[config.mk]
export PLATFORM = sky130hd
export DESIGN_NAME = spi_frame_writer_flat
export DESIGN_NICKNAME = d
export VERILOG_FILES = /design/src/rtl/spi_ram_pkg.sv /design/src/rtl/spi_frame_writer_if.sv /design/src/rtl/spi_sync_edge.sv /design/src/rtl/spi_frame_writer.sv /design/src/flat_wrapper.sv
export SDC_FILE = /design/constraint.sdc
export NUM_CORES = 1
export LEC_CHECK = 0
export CAP_MARGIN = 40
export CORE_ASPECT_RATIO = 0.7
export CORE_UTILIZATION = 30
export CTS_BUF_LIST = sky130_fd_sc_hd__clkbuf_2 sky130_fd_sc_hd__clkbuf_4 sky130_fd_sc_hd__clkbuf_8
export DETAILED_ROUTE_END_ITERATION = 6
export PLACE_DENSITY = 0.59
export SLEW_MARGIN = 40
export SYNTH_ARGS = -nofsm -noshare
export SYNTH_HDL_FRONTEND = slang
export SYNTH_SLANG_ARGS = --single-unit
export TNS_END_PERCENT = 10
[constraint.sdc]
create_clock -name clk -period 1.9 [get_ports clk]
set_clock_uncertainty 0.05 [all_clocks]
set_input_delay 0.19 -clock clk [delete_from_list [all_inputs] [get_ports clk]]
set_output_delay 0.19 -clock clk [all_outputs]
set_load 0.03 [all_outputs]
[src/rtl/spi_ram_pkg.sv]
// Shared definitions for the SPI frame writer, the ping-pong RAM and its reader.
// Holds the default frame geometry, the writer state encoding and a small
// saturating-increment helper for 8-bit counters.
package spi_ram_pkg;

    localparam int FRAME_LEN_DEF = 64;   // bytes per bank
    localparam int ADDR_W_DEF    = 7;    // write-address width
    localparam int DATA_W_DEF    = 8;    // byte width

    typedef enum logic [1:0] {
        IDLE   = 2'd0,
        RECV   = 2'd1,
        FINISH = 2'd2,
        WAIT   = 2'd3
    } wr_state_t;

    function automatic logic [7:0] sat_inc8(input logic [7:0] v);
        return (v == 8'hFF) ? v : v + 8'd1;
    endfunction

endpackage

[src/rtl/spi_frame_writer_if.sv]
// RAM port-A write bundle between the frame writer (master) and the
// ping-pong RAM (slave).
//   readya  : bank available for writing (RAM -> writer)
//   addra   : write address
//   wea     : one-cycle write strobe per byte
//   dina    : write data
//   finisha : one-cycle pulse, bank full and handed over
interface spi_frame_writer_if
    import spi_ram_pkg::*;
#(
    parameter int ADDR_W = ADDR_W_DEF,
    parameter int DATA_W = DATA_W_DEF
);
    logic              readya;
    logic [ADDR_W-1:0] addra;
    logic              wea;
    logic [DATA_W-1:0] dina;
    logic              finisha;

    modport master (input readya, output addra, output wea, output dina, output finisha);
    modport slave  (output readya, input addra, input wea, input dina, input finisha);
endinterface

[src/rtl/spi_sync_edge.sv]
// Two-flop synchronizer for one edge-detected input plus a bundle of
// level-only inputs, all sampled into the clk domain.
//   clk, rst  : system clock, synchronous active-high reset
//   edge_in   : asynchronous input whose rising edge is wanted
//   lvl_in    : asynchronous inputs needing only synchronization
//   edge_rise : one-cycle pulse on a synchronized rising edge of edge_in
//   lvl_q     : synchronized lvl_in
module spi_sync_edge #(
    parameter int              LVL_W   = 2,
    parameter logic [LVL_W-1:0] LVL_RST = '0
) (
    input  logic             clk,
    input  logic             rst,
    input  logic             edge_in,
    input  logic [LVL_W-1:0] lvl_in,
    output logic             edge_rise,
    output logic [LVL_W-1:0] lvl_q
);
    logic             edge_meta_reg, edge_sync_reg, edge_prev_reg;
    logic [LVL_W-1:0] lvl_meta_reg, lvl_sync_reg;

    always_ff @(posedge clk) begin
        if (rst) begin
            edge_meta_reg <= 1'b0;
            edge_sync_reg <= 1'b0;
            edge_prev_reg <= 1'b0;
            lvl_meta_reg  <= LVL_RST;
            lvl_sync_reg  <= LVL_RST;
        end else begin
            edge_meta_reg <= edge_in;
            edge_sync_reg <= edge_meta_reg;
            edge_prev_reg <= edge_sync_reg;
            lvl_meta_reg  <= lvl_in;
            lvl_sync_reg  <= lvl_meta_reg;
        end
    end

    assign edge_rise = edge_sync_reg & ~edge_prev_reg;
    assign lvl_q     = lvl_sync_reg;
endmodule

[src/rtl/spi_frame_writer.sv]
// SPI (mode 0, MSB first) byte receiver that writes bytes into one bank of a
// ping-pong RAM and hands the bank over once FRAME_LEN bytes are written.
// Bytes arriving while no bank is available are dropped and counted.
//   clk, rst         : system clock, synchronous active-high reset
//   spi_sclk/cs_n/mosi : asynchronous SPI slave inputs (sclk <= clk/4)
//   ovf_clr          : pulse clearing ovf and drop_cnt
//   ram              : RAM port-A write bundle (master side)
//   ovf              : sticky byte-dropped flag
//   drop_cnt         : saturating dropped-byte count
module spi_frame_writer
    import spi_ram_pkg::*;
#(
    parameter int FRAME_LEN = FRAME_LEN_DEF,
    parameter int ADDR_W    = ADDR_W_DEF,
    parameter int DATA_W    = DATA_W_DEF
) (
    input  logic                clk,
    input  logic                rst,
    input  logic                spi_sclk,
    input  logic                spi_cs_n,
    input  logic                spi_mosi,
    input  logic                ovf_clr,
    spi_frame_writer_if.master  ram,
    output logic                ovf,
    output logic [7:0]          drop_cnt
);
    localparam int BIT_W = $clog2(DATA_W);

    logic [1:0] lvl_q;
    logic       sclk_rise, cs_n_s, mosi_s;

    // lvl bit 0 = cs_n (idles high), bit 1 = mosi
    spi_sync_edge #(.LVL_W(2), .LVL_RST(2'b01)) u_sync (
        .clk       (clk),
        .rst       (rst),
        .edge_in   (spi_sclk),
        .lvl_in    ({spi_mosi, spi_cs_n}),
        .edge_rise (sclk_rise),
        .lvl_q     (lvl_q)
    );
    assign cs_n_s = lvl_q[0];
    assign mosi_s = lvl_q[1];

    // Serial-to-parallel
    logic [DATA_W-1:0] shift_reg;
    logic [BIT_W-1:0]  bit_cnt_reg;
    logic              bit_strobe, byte_done;
    logic [DATA_W-1:0] byte_val;

    assign bit_strobe = sclk_rise & ~cs_n_s;
    assign byte_done  = bit_strobe && (bit_cnt_reg == BIT_W'(DATA_W - 1));
    assign byte_val   = {shift_reg[DATA_W-2:0], mosi_s};

    always_ff @(posedge clk) begin
        if (rst || cs_n_s) begin
            // Deselect abandons any partial byte; the write address is untouched.
            shift_reg   <= '0;
            bit_cnt_reg <= '0;
        end else if (bit_strobe) begin
            shift_reg   <= byte_val;
            bit_cnt_reg <= bit_cnt_reg + 1'b1;
        end
    end

    // Write-side state machine
    wr_state_t         state_reg;
    logic [ADDR_W-1:0] addra_reg;
    logic [DATA_W-1:0] dina_reg;
    logic              wea_reg, finisha_reg, ovf_reg;
    logic [7:0]        drop_cnt_reg;
    logic              byte_accept, byte_drop;

    // A byte landing in IDLE/WAIT together with readya is still accepted,
    // since the bank is already ours for that cycle.
    always_comb begin
        byte_accept = 1'b0;
        if (byte_done) begin
            case (state_reg)
                RECV:        byte_accept = 1'b1;
                IDLE, WAIT:  byte_accept = ram.readya;
                default:     byte_accept = 1'b0;
            endcase
        end
        byte_drop = byte_done && !byte_accept;
    end

    always_ff @(posedge clk) begin
        if (rst) begin
            state_reg    <= IDLE;
            addra_reg    <= '0;
            dina_reg     <= '0;
            wea_reg      <= 1'b0;
            finisha_reg  <= 1'b0;
            ovf_reg      <= 1'b0;
            drop_cnt_reg <= '0;
        end else begin
            wea_reg     <= 1'b0;
            finisha_reg <= 1'b0;

            if (byte_accept) begin
                wea_reg  <= 1'b1;
                dina_reg <= byte_val;
            end

            case (state_reg)
                IDLE, WAIT: begin
                    if (ram.readya) state_reg <= RECV;
                end
                RECV: begin
                    // Address advances in the cycle the write is presented.
                    if (wea_reg) begin
                        if (addra_reg == ADDR_W'(FRAME_LEN - 1)) begin
                            state_reg   <= FINISH;
                            finisha_reg <= 1'b1;
                        end else begin
                            addra_reg <= addra_reg + 1'b1;
                        end
                    end
                end
                FINISH: begin
                    addra_reg <= '0;
                    state_reg <= WAIT;
                end
                default: state_reg <= IDLE;
            endcase

            // A drop in the same cycle as a clear wins and counts as the first drop.
            if (byte_drop) begin
                ovf_reg      <= 1'b1;
                drop_cnt_reg <= ovf_clr ? 8'd1 : sat_inc8(drop_cnt_reg);
            end else if (ovf_clr) begin
                ovf_reg      <= 1'b0;
                drop_cnt_reg <= '0;
            end
        end
    end

    assign ram.addra   = addra_reg;
    assign ram.wea     = wea_reg;
    assign ram.dina    = dina_reg;
    assign ram.finisha = finisha_reg;
    assign ovf         = ovf_reg;
    assign drop_cnt    = drop_cnt_reg;
endmodule

[src/flat_wrapper.sv]
// flat-port wrapper written by rule: the top's interface ports become plain ports
module spi_frame_writer_flat import spi_ram_pkg::*;
#(
    parameter int FRAME_LEN = FRAME_LEN_DEF,
    parameter int ADDR_W    = ADDR_W_DEF,
    parameter int DATA_W    = DATA_W_DEF
)
  (clk, rst, spi_sclk, spi_cs_n, spi_mosi, ovf_clr, ovf, drop_cnt, ram_readya, ram_addra, ram_wea, ram_dina, ram_finisha);
  spi_frame_writer_if #(.ADDR_W(ADDR_W), .DATA_W(DATA_W)) ram_i ();
  input  logic clk;
  input  logic rst;
  input  logic spi_sclk;
  input  logic spi_cs_n;
  input  logic spi_mosi;
  input  logic ovf_clr;
  output logic ovf;
  output logic [7:0] drop_cnt;
  input wire logic [$bits(ram_i.readya)-1:0] ram_readya;
  output wire logic [$bits(ram_i.addra)-1:0] ram_addra;
  output wire logic [$bits(ram_i.wea)-1:0] ram_wea;
  output wire logic [$bits(ram_i.dina)-1:0] ram_dina;
  output wire logic [$bits(ram_i.finisha)-1:0] ram_finisha;
  assign ram_i.readya = ram_readya;
  assign ram_addra = ram_i.addra;
  assign ram_wea = ram_i.wea;
  assign ram_dina = ram_i.dina;
  assign ram_finisha = ram_i.finisha;
  spi_frame_writer #(.FRAME_LEN(FRAME_LEN), .ADDR_W(ADDR_W), .DATA_W(DATA_W)) u_core (.clk(clk), .rst(rst), .spi_sclk(spi_sclk), .spi_cs_n(spi_cs_n), .spi_mosi(spi_mosi), .ovf_clr(ovf_clr), .ram(ram_i), .ovf(ovf), .drop_cnt(drop_cnt));
endmodule
==> flow_metrics.tcl <==
set metrics [dict create \
    ys_top_cells_by_area "dfxtp_1, a21oi_1, nand2_1" \
    synth_commonest_cells "dfxtp_1, nand2_1, a21oi_1" \
    grt_first_pass_wirelength_mm 7.04 \
    nFillCells 558 \
    multi_input_area_um2 991 \
    antenna_found_initial 0 \
    place_hpwl_mm 2.87 \
    min_path_type "flop to flop" \
    wl_per_cell_um 12.5 \
    clockBufferDepth 2 \
    numCtsBuffers 5 \
    reg2reg_depth 6 \
    yosysTopAreaCellShare_pct 47.2 \
    p_leak_nw 0.949 \
    clock_sinks 45 \
    pwr-share-seq_pct 42.4 \
    seq_area_frac_synth_pct 47.2 \
    instances_no_fill 340 \
    tritoncts "done" \
    setup_violations 1 \
    drv_cap 0 \
    max-slew-margin-rel_pct 72.7 \
    rows 23 \
    rrSetupSlack_ns -0.02 \
    syn_inst 210 \
    r2r_start "u_core.state_reg[1]" \
    dpl_cell_area_um2 2450 \
    gp_congestion 0.759 \
    grt_max_degree 18 \
    synth_edf_count 0 \
    wl_mm 4.24 \
    start_kind "flop" \
    synth.most_common_cell "dfxtp_1" \
    dr_total_vias 1680 \
    crit_required_ns 2.09 \
    root_buffer "clkbuf_8" \
    p_sw_share_pct 26.1 \
    violations "negative setup slack" \
    nets 277 \
    die-area_um2 6690 \
    coreArea_um2 5930 \
    drtIter0Drc 54 \
    synth-main-ff-cell "dfxtp_1" \
    final_core_util_pct 45.2 \
    min_from "u_core.u_sync.lvl_meta_reg[0]" \
    p_per_area_nw_per_um2 898 \
    die_x_um 97.4 \
    grt_usage_pct 13.2 \
    min_period_ns 1.92 \
    p_int_mw 1.78 \
    finalCritPeriodShare_pct 101 \
    syn_to_final_growth_pct 40.3 \
    cp_max_fo 6 \
    num_io_pins 33 \
    drc_errors 0 \
    synth_top_cell_by_area "dfxtp_1" \
    cp-end-kind "flop" \
    ant_nets 0 \
    place_inst 327 \
    syn_nets 223 \
    status "finished with violations" \
    fp.dieH_um 68.7 \
    avgViaCountPerCell 4.94 \
    ctsHoldBuffers 0 \
    timing.rr.end "u_core.ram.addra[2]" \
    yosysWarnings 0 \
    fmax_mhz 520 \
    dr.pass1.iters 4 \
    hold_violations 0 \
    overflow 0 \
    portBuffers 32 \
    holdPathStages 1 \
    synth.distinct_cells 38 \
    start_util_pct 32.2 \
    worstPathArrival_ns 2.11 \
    synth.avg_cell_area_um2 9.09 \
    grt_pass1_vias 1483 \
    ff_latch_area_um2 911 \
    synthesis.area_um2 1910 \
    rsz0062_at_grt "true" \
    crit_type "flop to flop" \
    slew_viol_final 0 \
    clk-insertion-delay-late_ns 0.29 \
    vdd_drop_max_mv 0.351 \
    fin_ws_ns -0.0244 \
    antennaDiodeCount 0 \
    cts.clk_slew.worst_paths_ns 0.09 \
    stdcell_area_um2 2680 \
    drive_gt1_share_pct 22.3 \
    ys_ff_latch 45 \
    clkPwrFrac_pct 36.0 \
    pre_cts_slack_ns -0.142 \
    async_flop_share_pct 0 \
    power.switching_uw 627 \
    tightestPinTransition_ns 0.408 \
    h-tree-depth 2 \
    min_to "u_core.u_sync.lvl_q[0]" \
    pwr-share-comb_pct 21.6 \
]
-- per-layer routing --
| metal | global-route usage, % | up-vias | wire length [um] |
|---|---|---|---|
| met5 | 0 | - | 0 |
| met4 | 3.31 | 0 | 28 |
| met3 | 4.03 | 4 | 235 |
| met2 | 19.5 | 42 | 1720 |
| met1 | 18.8 | 775 | 2250 |
| li1 | - | 859 | - |
-- worst max-delay path by stage --
stage          slack [ns]                  start  cells after the start                   to
3_5_place_dp        -0.14    u_core.state_reg[0]                      7   u_core.drop_cnt[7]
6_report            -0.02    u_core.state_reg[1]                      6  u_core.ram.addra[2]
4_1_cts            -0.003  u_core.bit_cnt_reg[0]                      7   u_core.drop_cnt[7]
2_1_floorplan        0.01    u_core.ram.addra[1]                      5  u_core.ram.addra[2]
3_3_place_gp        -0.08    u_core.state_reg[0]                      7   u_core.drop_cnt[7]
5_1_grt             -0.07  u_core.bit_cnt_reg[0]                      7   u_core.drop_cnt[7]
-- power groups by stage --
stage	logic (mW)	registers, mW	clock network, mW
2_1_floorplan	0.235	1.07	0
3_3_place_gp	0.405	1.03	0
3_5_place_dp	0.411	1.04	0
4_1_cts	0.511	1.02	0.888
5_1_grt	0.574	1.03	0.922
6_report	0.521	1.02	0.866
-- metrics by stage --
stage	TNS, ns	power (mW)	hold slack, ns
after CTS	-0.00264	2.42	0.363
final	-0.0244	2.41	0.361
after floorplan	0	1.30	0.244
after detailed placement	-0.752	1.45	0.343
after global routing	-0.266	2.52	0.389
after global placement	-0.293	1.44	0.342
-- critical path, cell delays in order (launching register included) --
cell and delay, ns:
dfxtp_2 0.34, inv_1 0.06, ha_4 0.18, and3_4 0.18, a221o_2 0.38, or4b_4 0.53, a21oi_2 0.13
-- placed cells by master (no fill, tap or decap), types with 3 or more instances in the layout --
cell type	n
nand3_1	5
clkbuf_8	5
dfxtp_2	5
nand2_1	24
dfxtp_1	39
and3_1	3
mux2i_1	8
inv_1	5
nor2b_1	8
a21oi_1	19
nor2_1	13
ha_4	3
o311ai_1	3
ha_1	3
o21ai_0	8
buf_4	27
clkdlybuf4s50_1	32
o41ai_1	3
o31ai_1	4
or2_2	6
or4_1	4
or3_1	4
-- area by class of cell --
class | count | area share, %
clock buffers | 5 | 2.57
clock inverters | 3 | 2.57
inverters | 6 | 0.841
multi-input cells | 147 | 37.0
flip-flops and latches | 45 | 34.0
well taps | 75 | 3.50
repair buffers | 59 | 19.5
-- cell families after synthesis --
| logic type | after synthesis | synth area share (%) |
|---|---|---|
| AO/OA/AOI/OAI | 48 | 15.5 |
| XOR/XNOR | 1 | 0.459 |
| adder cells (fa/ha/maj) | 6 | 3.93 |
| buffers and inverters | 19 | 4.65 |
| flip-flops | 45 | 47.2 |
| multiplexers | 8 | 4.19 |
| AND/OR/NAND/NOR | 83 | 24.1 |
-- repair_timing --
item	4_1_cts	5_1_grt
cloned	1	0
setup endpoints to repair	11	9
gates resized for setup	11	6
pin swaps	3	3
setup buffers	1	3
Note: power is estimated with default switching activity, not from simulation.
